### src/rtl/msrh_lsu_pkg.sv
// ---------------------------------------------------------------------------
// msrh_lsu_pkg
//   Shared LSU types and defaults used by the L1D read-port arbiter.
//   - l1d_arb_status_t : s1 response status returned to a requester
//   - L1D_ARB_*_DEFAULT : default parameter values for the arbiter
// ---------------------------------------------------------------------------
package msrh_lsu_pkg;

  // Default widths used when the core configuration packages are not in scope.
  localparam int L1D_ARB_PADDR_W_DEFAULT    = 56;
  localparam int L1D_ARB_DATA_W_DEFAULT     = 128;
  localparam int L1D_ARB_STARVE_MAX_DEFAULT = 7;

  typedef enum logic [1:0] {
    L1D_ARB_NONE     = 2'd0,
    L1D_ARB_HIT      = 2'd1,
    L1D_ARB_MISS     = 2'd2,
    L1D_ARB_CONFLICT = 2'd3
  } l1d_arb_status_t;

endpackage

### src/rtl/msrh_rr_picker.sv
// ---------------------------------------------------------------------------
// msrh_rr_picker
//   Round-robin picker: returns the first set bit of i_req found when scanning
//   upward from index i_ptr, wrapping at WIDTH. Purely combinational.
//   Ports:
//     i_req  [WIDTH]  request vector
//     i_ptr  [PTR_W]  index with highest priority this cycle
//     o_pick [WIDTH]  one-hot pick, all zero when i_req is zero
// ---------------------------------------------------------------------------
module msrh_rr_picker #(
  parameter int WIDTH = 4,
  localparam int PTR_W = (WIDTH > 1) ? $clog2(WIDTH) : 1
) (
  input  logic [WIDTH-1:0] i_req,
  input  logic [PTR_W-1:0] i_ptr,
  output logic [WIDTH-1:0] o_pick
);

  logic [2*WIDTH-1:0] req_dbl;
  logic [WIDTH-1:0]   req_rot;
  logic [WIDTH-1:0]   pick_rot;
  logic [2*WIDTH-1:0] pick_dbl;

  // Rotate so i_ptr lands on bit 0, take the lowest set bit, rotate back.
  assign req_dbl  = {i_req, i_req} >> i_ptr;
  assign req_rot  = req_dbl[WIDTH-1:0];
  assign pick_rot = req_rot & (-req_rot);
  assign pick_dbl = {pick_rot, pick_rot} << i_ptr;
  assign o_pick   = pick_dbl[2*WIDTH-1:WIDTH];

endmodule

### src/rtl/msrh_l1d_rd_arbiter.sv
// ---------------------------------------------------------------------------
// msrh_l1d_rd_arbiter
//   Shares one L1D read port (s0 request / s1 response) among REQ_NUM
//   requesters. s0 grant order: starving requester (lowest index), then
//   high-priority requesters round-robin, then normal requesters round-robin.
//   The s1 response is routed to the requester granted one cycle earlier.
//   Ports:
//     i_clk, i_reset_n           clock, synchronous active-low reset
//     i_req_valid/h_pri/paddr    per-requester s0 request
//     o_grant                    one-hot s0 grant (same cycle)
//     i_dc_s0_block              dcache cannot accept a read this cycle
//     o_dc_s0_valid/paddr        s0 request to dcache
//     i_dc_s1_hit/miss/conflict  dcache s1 result
//     i_dc_s1_data               dcache s1 data
//     i_s1_kill                  per-requester s1 response drop
//     o_s1_valid/status/data     s1 response to requesters
// ---------------------------------------------------------------------------
module msrh_l1d_rd_arbiter
  import msrh_lsu_pkg::*;
#(
  parameter int REQ_NUM    = 4,
  parameter int PADDR_W    = L1D_ARB_PADDR_W_DEFAULT,
  parameter int DATA_W     = L1D_ARB_DATA_W_DEFAULT,
  parameter int STARVE_MAX = L1D_ARB_STARVE_MAX_DEFAULT
) (
  input  logic                       i_clk,
  input  logic                       i_reset_n,
  input  logic [REQ_NUM-1:0]         i_req_valid,
  input  logic [REQ_NUM-1:0]         i_req_h_pri,
  input  logic [REQ_NUM*PADDR_W-1:0] i_req_paddr,
  output logic [REQ_NUM-1:0]         o_grant,
  input  logic                       i_dc_s0_block,
  output logic                       o_dc_s0_valid,
  output logic [PADDR_W-1:0]         o_dc_s0_paddr,
  input  logic                       i_dc_s1_hit,
  input  logic                       i_dc_s1_miss,
  input  logic                       i_dc_s1_conflict,
  input  logic [DATA_W-1:0]          i_dc_s1_data,
  input  logic [REQ_NUM-1:0]         i_s1_kill,
  output logic [REQ_NUM-1:0]         o_s1_valid,
  output l1d_arb_status_t            o_s1_status,
  output logic [DATA_W-1:0]          o_s1_data
);

  localparam int PTR_W = $clog2(REQ_NUM);
  localparam int CNT_W = $clog2(STARVE_MAX + 1);
  localparam logic [CNT_W-1:0] CNT_MAX  = CNT_W'(STARVE_MAX);
  localparam logic [PTR_W-1:0] PTR_LAST = PTR_W'(REQ_NUM - 1);

  logic [PTR_W-1:0]   rr_ptr_q, rr_ptr_d;
  logic [CNT_W-1:0]   starve_cnt_q [REQ_NUM];
  logic [CNT_W-1:0]   starve_cnt_d [REQ_NUM];
  logic [REQ_NUM-1:0] s1_grant_q, s1_grant_d;

  logic [REQ_NUM-1:0] starving;
  logic [REQ_NUM-1:0] hpri_req;
  logic [REQ_NUM-1:0] hpri_pick;
  logic [REQ_NUM-1:0] norm_pick;
  logic [REQ_NUM-1:0] grant_sel;
  logic [PTR_W-1:0]   grant_idx;

  assign hpri_req = i_req_valid & i_req_h_pri;

  msrh_rr_picker #(.WIDTH(REQ_NUM)) u_hpri_picker (
    .i_req  (hpri_req),
    .i_ptr  (rr_ptr_q),
    .o_pick (hpri_pick)
  );

  msrh_rr_picker #(.WIDTH(REQ_NUM)) u_norm_picker (
    .i_req  (i_req_valid),
    .i_ptr  (rr_ptr_q),
    .o_pick (norm_pick)
  );

  // s0 arbitration
  always_comb begin
    // NOTE: every always_comb output gets a default first so no path can
    // leave it unassigned and infer a latch.
    grant_sel = norm_pick;
    for (int k = 0; k < REQ_NUM; k++) begin
      starving[k] = i_req_valid[k] && (starve_cnt_q[k] == CNT_MAX);
    end
    if (|starving) begin
      grant_sel = starving & (-starving);   // lowest-index starving requester
    end else if (|hpri_req) begin
      grant_sel = hpri_pick;
    end
    o_grant = i_dc_s0_block ? '0 : grant_sel;
  end

  assign o_dc_s0_valid = |o_grant;

  // Address mux and grant index encode (o_grant is one-hot or zero).
  always_comb begin
    o_dc_s0_paddr = '0;
    grant_idx     = '0;
    for (int k = 0; k < REQ_NUM; k++) begin
      if (o_grant[k]) begin
        o_dc_s0_paddr = i_req_paddr[k*PADDR_W +: PADDR_W];
        grant_idx     = PTR_W'(k);
      end
    end
  end

  // Next-state: pointer, starvation counters, s1 routing.
  always_comb begin
    rr_ptr_d = rr_ptr_q;
    if (o_dc_s0_valid) begin
      rr_ptr_d = (grant_idx == PTR_LAST) ? '0 : grant_idx + 1'b1;
    end
    for (int k = 0; k < REQ_NUM; k++) begin
      // Blocked cycles count as denied; a dropped request clears the count.
      if (i_req_valid[k] && !o_grant[k]) begin
        starve_cnt_d[k] = (starve_cnt_q[k] == CNT_MAX) ? CNT_MAX : starve_cnt_q[k] + 1'b1;
      end else begin
        starve_cnt_d[k] = '0;
      end
    end
    s1_grant_d = o_grant;
  end

  always_ff @(posedge i_clk) begin
    // NOTE: sequential state uses non-blocking assignments so every flop
    // samples pre-edge values regardless of statement order.
    if (!i_reset_n) begin
      rr_ptr_q     <= '0;
      starve_cnt_q <= '{default: '0};
      s1_grant_q   <= '0;
    end else begin
      rr_ptr_q     <= rr_ptr_d;
      starve_cnt_q <= starve_cnt_d;
      s1_grant_q   <= s1_grant_d;
    end
  end

  // s1 response
  assign o_s1_valid = s1_grant_q & ~i_s1_kill;
  assign o_s1_data  = i_dc_s1_data;

  always_comb begin
    o_s1_status = L1D_ARB_NONE;
    if (|o_s1_valid) begin
      if      (i_dc_s1_conflict) o_s1_status = L1D_ARB_CONFLICT;
      else if (i_dc_s1_hit)      o_s1_status = L1D_ARB_HIT;
      else if (i_dc_s1_miss)     o_s1_status = L1D_ARB_MISS;
    end
  end

  a_s1_grant_onehot : assert property (@(posedge i_clk) disable iff (!i_reset_n)
    $onehot0(s1_grant_q))
    else $fatal(1, "s1 grant vector is not one-hot: %b", s1_grant_q);

endmodule

### config.mk
export PLATFORM = sky130hd
export DESIGN_NAME = msrh_l1d_rd_arbiter
export DESIGN_NICKNAME = d
export VERILOG_FILES = /design/src/rtl/msrh_lsu_pkg.sv /design/src/rtl/msrh_rr_picker.sv /design/src/rtl/msrh_l1d_rd_arbiter.sv
export SDC_FILE = /design/constraint.sdc
export NUM_CORES = 1
export LEC_CHECK = 0
export BUFFER_PORTS_ARGS = -buffer_cell sky130_fd_sc_hd__buf_2
export CORE_AREA = 2 2 218 220
export DETAILED_ROUTE_END_ITERATION = 8
export DIE_AREA = 0 0 220 222
export GPL_TIMING_DRIVEN = 0
export PLACE_DENSITY = 0.3
export SYNTH_ARGS = -nofsm -noshare
export SYNTH_HDL_FRONTEND = slang
export SYNTH_SLANG_ARGS = --single-unit
export TNS_END_PERCENT = 10
### constraint.sdc
create_clock -name i_clk -period 3.2 [get_ports i_clk]
set_clock_uncertainty 0.2 [all_clocks]
set_input_delay 0.32 -clock i_clk [delete_from_list [all_inputs] [get_ports i_clk]]
set_output_delay 0.32 -clock i_clk [all_outputs]
set_load 0.05 [all_outputs]
==> impl_metrics.toml, run 1 <==
[routing]
firstDrtPassIters = 8
vias = 5517
routed_via_density = 3.56
wl_per_cell_um = 16.8
first_iter_violations = 322
detail_route.wirelength_um = 26100
drc = 0
drtAntennaViolNets = 0

[critical_path]
cp_slowest_cell = "a222oi_1"
crit_fanout = 10
worstSetupPathType = "flip-flop to output port"
arrival_ns = 3.29
slowest_delay_ns = 0.68
critPathRequiredTime_ns = 2.68
crit_path_end_kind = "output port"
cp-start-kind = "flip-flop"
path_cells = "mux4_2 -> buf_4 -> a311oi_1 -> nor3_1 -> o31a_4 -> clkbuf_8 -> a222oi_1 -> a21oi_4 -> buf_6"

[clock_tree]
root_buffer = "clkbuf_16"
clkSlewWorstSetupHoldPaths_ns = 0.06
numCtsBuffers = 3
cts_tree = "done"
clock_latency_ns = 0.25
cts_hold_buf = 0
htreeDepth = 1
cts.sinks = 18
cts_buffer_depth = 2

[yosys]
async_flop_share_pct = 0
yosysTopAreaCell = "buf_4"
yosys_register_bits = 18
synthDistinctLibCells = 51
ys_seq_area_share_pct = 10.5
synth_ff_type = "dfxtp_1"
synth_top_area_share_pct = 27.9
syn_avg_cell_area_um2 = 7.03
yosys_warnings = 0
synth_area_leaders = "buf_4 28%, a222oi_1 16%, dfxtp_1 10%"
syn-cell-area_um2 = 3440
syn_nets = 864
synth_edf_count = 0
synthCells = 490

[global_route]
grtUsageTotal_pct = 10.0
grt_pass1_wl_um = 36700
grt_overflow = 0
grt_pass1_vias = 5731
grt_max_degree = 11
antenna_found_initial = 2

[sta]
finalCriticalPeriod_ns = 3.81
setup_slack_ns = -0.605
drv_slew = 0
tightest_slew_ns = 0.760
finalSetupViolCount = 60
report.final.hold_viol_count = 0
relSlewSlack_pct = 49.3
rsz0062_at_grt = "true"
clock.fmax_mhz = 263
finalCritPeriodShare_pct = 119

[die]
dieArea_um2 = 48800
num_rows = 79
die_w_um = 220
die_h_um = 222
io_pins = 565
core_um2 = 46300
start_util_pct = 7.44

[final_layout]
layout_common_cells = "380 x buf_2, 148 x buf_4, 56 x a222oi_1, 56 x a21oi_4, 45 x nor2_2"
nFillCells = 5328
final_common_cell = "buf_2"
area_growth_pct = 136
regArea_um2 = 368
fin_nets = 1316
multi_input_area_um2 = 2740
drive_above_1_share_pct = 79.1

[pwr]
power.density_nw_per_um2 = 806
p_int_w = 0.00273
p_comb_share_pct = 91.3
p_sw_w = 0.00381
p_leak_nw = 3.76
sw_frac_of_total_pct = 58.3
irDropWorstVdd_v = 0.000468
power.total_w = 0.00653
p_seq_share_pct = 4.4
p_clk_share_pct = 4.3

[placed_design]
hpwl_um = 22300
port_buffers = 436
dp_slack_ns = -1.52
place.gp.congestion = 0.792

[run]
maxCapViolCount = 0

[status]
violations = "negative setup slack"
outcome = "finished, violations left"

[min_path]
hold_class = "input pin to flip-flop"
-- cell families after synthesis --
logic type / synth area share, %
multiplexers: 1.60
AND/OR/NAND/NOR: 17.6
adder cells (fa/ha/maj): 1.45
buffers and inverters: 34.8
flip-flops: 10.5
AO/OA/AOI/OAI: 34.0
-- timing repair --
action / CTS / global route
pin swaps: 13 / 10
resized for setup: 188 / 92
buffers inserted: 12 / 0
gates cloned: 1 / 0
setup endpoints to repair: 72 / 61
-- registers in the layout, summed over array words and instances, names as in the netlist --
signal,cells
starve_cnt_q,12
s1_grant_q,4
rr_ptr_q,2
-- critical path: cells and delay by family, from the launching register on --
family                 cells  cell delay [ns]
DFF                        1             0.38
buffers and inverters      3             0.54
and+or+nand+nor            1             0.11
AOI/OAI and AO/OA          4             1.45
muxes                      1             0.55
-- per-stage QoR --
stage | instance area [um2] | hold slack [ns] | setup TNS, ns | utilization [%] | cells
floorplan | 4120 | 0.213 | -3.28 | - | 490
global placement | 7060 | 0.230 | -86.34 | 15.3 | 1533
detailed placement | 7060 | 0.238 | -82.12 | 15.3 | 1533
CTS | 7840 | 0.212 | -34.18 | 17.0 | 1548
global route | 8100 | 0.208 | -35.05 | 17.5 | 1548
finish | 8110 | 0.195 | -31.11 | 17.5 | 1550
-- cell type report --
class	count	area share, %
flip-flops and latches	18	4.54
repair buffers	449	33.8
inverters	7	0.324
plain buffers	168	17.0
well taps	607	9.37
multi-input cells	295	33.8
clock buffers	4	1.10
diodes	2	0.0617
-- power groups by stage --
stage               Combinational (W)  Clock, W  Sequential (W)
global route                  0.00622  0.000301        0.000289
detailed placement            0.00498         0        0.000284
global placement              0.00501         0        0.000286
finish                        0.00597  0.000282        0.000285
CTS                           0.00578  0.000291        0.000284
floorplan                     0.00375         0        0.000273
-- layer usage --
| metal | share of wire [%] | GRT usage, % | vias up | wire, um |
|---|---|---|---|---|
| li1 | - | - | 2620 | - |
| met5 | 0.027 | 0 | - | 7 |
| met1 | 34 | 10.3 | 2613 | 9000 |
| met3 | 6.4 | 2.00 | 20 | 1670 |
| met2 | 57 | 20.4 | 262 | 15000 |
| met4 | 1.7 | 1.82 | 2 | 447 |
-- path summary, 6_finish.rpt --
path	startpoint	end	slack (ns)	cells past startpoint
max	rr_ptr_q[0]$_SDFFE_PN0P_	o_dc_s0_paddr[32]	-0.61	9
min	i_reset_n	rr_ptr_q[1]$_SDFFE_PN0P_	0.20	2
max reg2reg	rr_ptr_q[1]$_SDFFE_PN0P_	s1_grant_q[3]$_SDFF_PN0_	0.18	9
min reg2reg	starve_cnt_q[3]$_SDFF_PN0_	starve_cnt_q[3]$_SDFF_PN0_	0.24	1
-- Yosys cell counts, types with 2 or more instances --
master / number
a2111oi_0: 2
a211oi_1: 2
a21oi_1: 67
a221oi_1: 2
a222oi_1: 56
a311oi_1: 3
a31oi_1: 2
a32o_1: 2
and2_1: 5
buf_1: 2
buf_2: 8
buf_4: 128
buf_6: 6
clkbuf_1: 26
dfxtp_1: 18
ha_1: 4
inv_1: 7
mux2_2: 2
nand2_1: 13
nand3_1: 7
nand3b_1: 3
nand4_1: 2
nor2_1: 77
nor2b_1: 4
nor3_1: 10
nor4_1: 2
o21ai_0: 4
o31a_1: 2
or4_1: 2
Note: power is estimated with default switching activity, not from simulation.
==> inputs of run 2 (changes only) <==
--- a/config.mk
+++ b/config.mk
@@ -6,12 +6,13 @@
 export NUM_CORES = 1
 export LEC_CHECK = 0
 export BUFFER_PORTS_ARGS = -buffer_cell sky130_fd_sc_hd__buf_2
-export CORE_AREA = 2 2 218 220
+export CORE_AREA = 2 2 220 222
 export DETAILED_ROUTE_END_ITERATION = 8
-export DIE_AREA = 0 0 220 222
+export DIE_AREA = 0 0 222 224
 export GPL_TIMING_DRIVEN = 0
-export PLACE_DENSITY = 0.3
+export PLACE_DENSITY = 0.31
 export SYNTH_ARGS = -nofsm -noshare
 export SYNTH_HDL_FRONTEND = slang
+export SYNTH_HIERARCHICAL = 1
 export SYNTH_SLANG_ARGS = --single-unit
 export TNS_END_PERCENT = 10
==> run 2 against run 1 <==
Net effect:
- the run now ends clean
- largest cell class unchanged
- largest power group unchanged
- die area rose by 1.8%
- synthesized cell count rose by 23%
- power fell by 64%
- critical path depth rose by 3
- highest routed layer unchanged
- sequential power fell by 14%
- register-to-register slack improved by 0.74 ns
- core utilization fell by 0.87 points
- hold slack improved by 0.033 ns
- critical path type unchanged
- critical endpoint is now o_dc_s0_paddr[45]
- cell count rose by 8.4%
- cell area fell by 2.7%
- synthesized area rose by 21%
- first-iteration DRC count fell by 23%
==> impl_metrics.toml, run 2 <==
[status]
outcome = "complete, no violations"

[yosys]
synth_ff_type = "dfxtp_1"
yosysMostFrequentCell = "buf_4"
synth_top_area_share_pct = 23.9
yosys_register_bits = 18
yosysTopAreaCell = "buf_4"
synthCells = 604
syn_nets = 978
yosys_warnings = 6
syn-cell-area_um2 = 4180
synth_area_leaders = "buf_4 24%, o2111ai_1 12%, o211ai_1 10%"
syn_avg_cell_area_um2 = 6.92
async_flop_share_pct = 0
ys_seq_area_share_pct = 8.62
synth_edf_count = 0
synthDistinctLibCells = 39
synth_commonest_cells = "133 x buf_4, 73 x a21oi_1, 60 x and3_1, 60 x o21ai_0"

[die]
die_w_um = 222
core_um2 = 47300
start_util_pct = 8.83
dieArea_um2 = 49700
num_rows = 80
die_h_um = 224
io_pins = 565

[pwr]
p_sw_w = 0.00131
p_comb_share_pct = 77.5
irDropWorstVdd_v = 0.000168
p_clk_share_pct = 12.1
p_leak_nw = 3.94
p_seq_share_pct = 10.4
p_int_w = 0.00104
power.density_nw_per_um2 = 298
sw_frac_of_total_pct = 55.7

[sta]
relSlewSlack_pct = 70.7
setup_slack_ns = 0.0327
report.final.hold_viol_count = 0
tightest_slew_ns = 0.435
rsz0062_at_grt = "true"
clock.fmax_mhz = 316
holdWs_ns = 0.228
finalSetupViolCount = 0
finalCriticalPeriod_ns = 3.17
finalCritPeriodShare_pct = 99.0
drv_slew = 0
setup-tns-final_ns = 0

[min_path]
hp-start = "i_reset_n"
min_path_cells = 2
hold_end = "s1_grant_q[0]$_SDFF_PN0_"
hold_class = "input pin to flip-flop"

[critical_path]
timing.rr.end = "rr_ptr_q[0]$_SDFFE_PN0P_"
rr_startpoint = "rr_ptr_q[0]$_SDFFE_PN0P_"
slowest_delay_ns = 0.35
r2r_slack_ns = 0.92
cp_slowest_cell = "dfxtp_4"
crit_fanout = 10
cp-start-kind = "flip-flop"
arrival_ns = 2.65
critPathRequiredTime_ns = 2.68
crit_path_end_kind = "output port"
path_cells = "buf_6 -> a21o_1 -> a21oi_1 -> o21a_1 -> nand4_1 -> a31oi_4 -> buf_12 -> buf_4 -> and3_4 -> a21oi_1 -> o211ai_1 -> buf_4"
rr_worst_depth = 10
worstSetupPathType = "flip-flop to output port"
crit_start = "rr_ptr_q[0]$_SDFFE_PN0P_"

[clock_tree]
clock_latency_ns = 0.25
clkSlewWorstSetupHoldPaths_ns = 0.06
root_buffer = "clkbuf_16"
numCtsBuffers = 3
htreeDepth = 1
cts.sinks = 18
cts_buffer_depth = 2
cts_tree = "done"

[routing]
wl_per_cell_um = 18.9
firstDrtPassIters = 4
first_iter_violations = 248
detail_route.wirelength_um = 31800
drtAntennaViolNets = 0
routed_via_density = 3.85
vias = 6476
drc = 0

[placed_design]
port_buffers = 436
hpwl_um = 25900
place.gp.congestion = 0.784
dp_slack_ns = -1.34

[final_layout]
drive_above_1_share_pct = 62.4
layout_common_cells = "398 x buf_2, 174 x buf_4, 70 x a21oi_1"
regMostFlops = "starve_cnt_q"
final_common_cell = "buf_2"
largest_reg_flops = 12
largestRegisters = "starve_cnt_q x12, s1_grant_q x4, rr_ptr_q x2"
area_growth_pct = 88.6
fin_nets = 1438

[global_route]
grt_pass1_vias = 6521
antenna_found_initial = 5
grt_max_degree = 18
grt_overflow = 0
grt_pass1_wl_um = 43500
grtUsageTotal_pct = 11.6

[run]
maxCapViolCount = 0
==> run 2: changes by cell type after synthesis, moves of 6 or more <==
cell       change
and3_1        +59
o211ai_1      +56
o2111ai_1     +56
a222oi_1      -56
o21ai_0       +56
nor2_1        -55
nor3_1        -10
a21oi_1        +6
==> run 2: routing by layer <==
layer	vias up	wire length, um	GRT usage, %
met5	-	33	0
met3	30	1910	2.18
met4	6	435	2.03
li1	3113	-	-
met1	3024	13100	14.0
met2	303	16300	21.7
==> run 2: metrics by stage <==
step | util (%) | area, um2 | cells | power [W]
after floorplan | - | 4180 | 604 | 0.00138
after global placement | 15.1 | 7130 | 1655 | 0.00193
after detailed placement | 15.1 | 7130 | 1655 | 0.00193
after CTS | 15.9 | 7540 | 1667 | 0.00230
after global routing | 16.7 | 7880 | 1679 | 0.00248
final | 16.7 | 7890 | 1680 | 0.00235
==> run 2: worst max-delay path by stage <==
stage,to,depth (start not counted)
5_1_grt,o_dc_s0_paddr[45],11
6_report,o_dc_s0_paddr[45],12
3_3_place_gp,o_dc_s0_paddr[2],12
4_1_cts,o_dc_s0_paddr[2],12
3_5_place_dp,o_dc_s0_paddr[2],12
2_1_floorplan,o_dc_s0_paddr[47],10
==> run 2: layout make-up <==
cell class	instances	area [um2]
diodes	2	5.00
fillers	5496	39500
inverters	6	41.3
clock buffers	4	88.8
flip-flops and latches	18	368
well taps	615	769
plain buffers	175	1420
repair buffers	456	2520
multi-input cells	404	2680
==> run 2: worst max-delay path: cells and delay by family (launching register included) <==
kind	cells	cell delay, ns
buf+inv	4	0.75
compound gates	6	0.89
flops	1	0.35
simple gates	2	0.38
==> run 2: timing repair <==
item	CTS	global route
setup buffers	9	9
hold buffers	0	0
pin swaps	4	9
setup endpoints to repair	60	55
cloned	0	2
gates resized for setup	78	97
==> run 2: power by group through the flow <==
stage | registers [W] | logic [W] | clock network (W)
global placement | 0.000254 | 0.00168 | 0
floorplan | 0.000249 | 0.00113 | 0
global route | 0.000246 | 0.00193 | 0.000302
CTS | 0.000250 | 0.00175 | 0.000295
finish | 0.000244 | 0.00182 | 0.000285
detailed placement | 0.000254 | 0.00168 | 0
==> run 2: cells by family after synthesis <==
family	after synthesis	synth area share, %
AOI/OAI and AO/OA	270	42.8
buffers and inverters	182	29.7
and+or+nand+nor	130	17.7
DFF	18	8.62
adders and majority gates	4	1.20
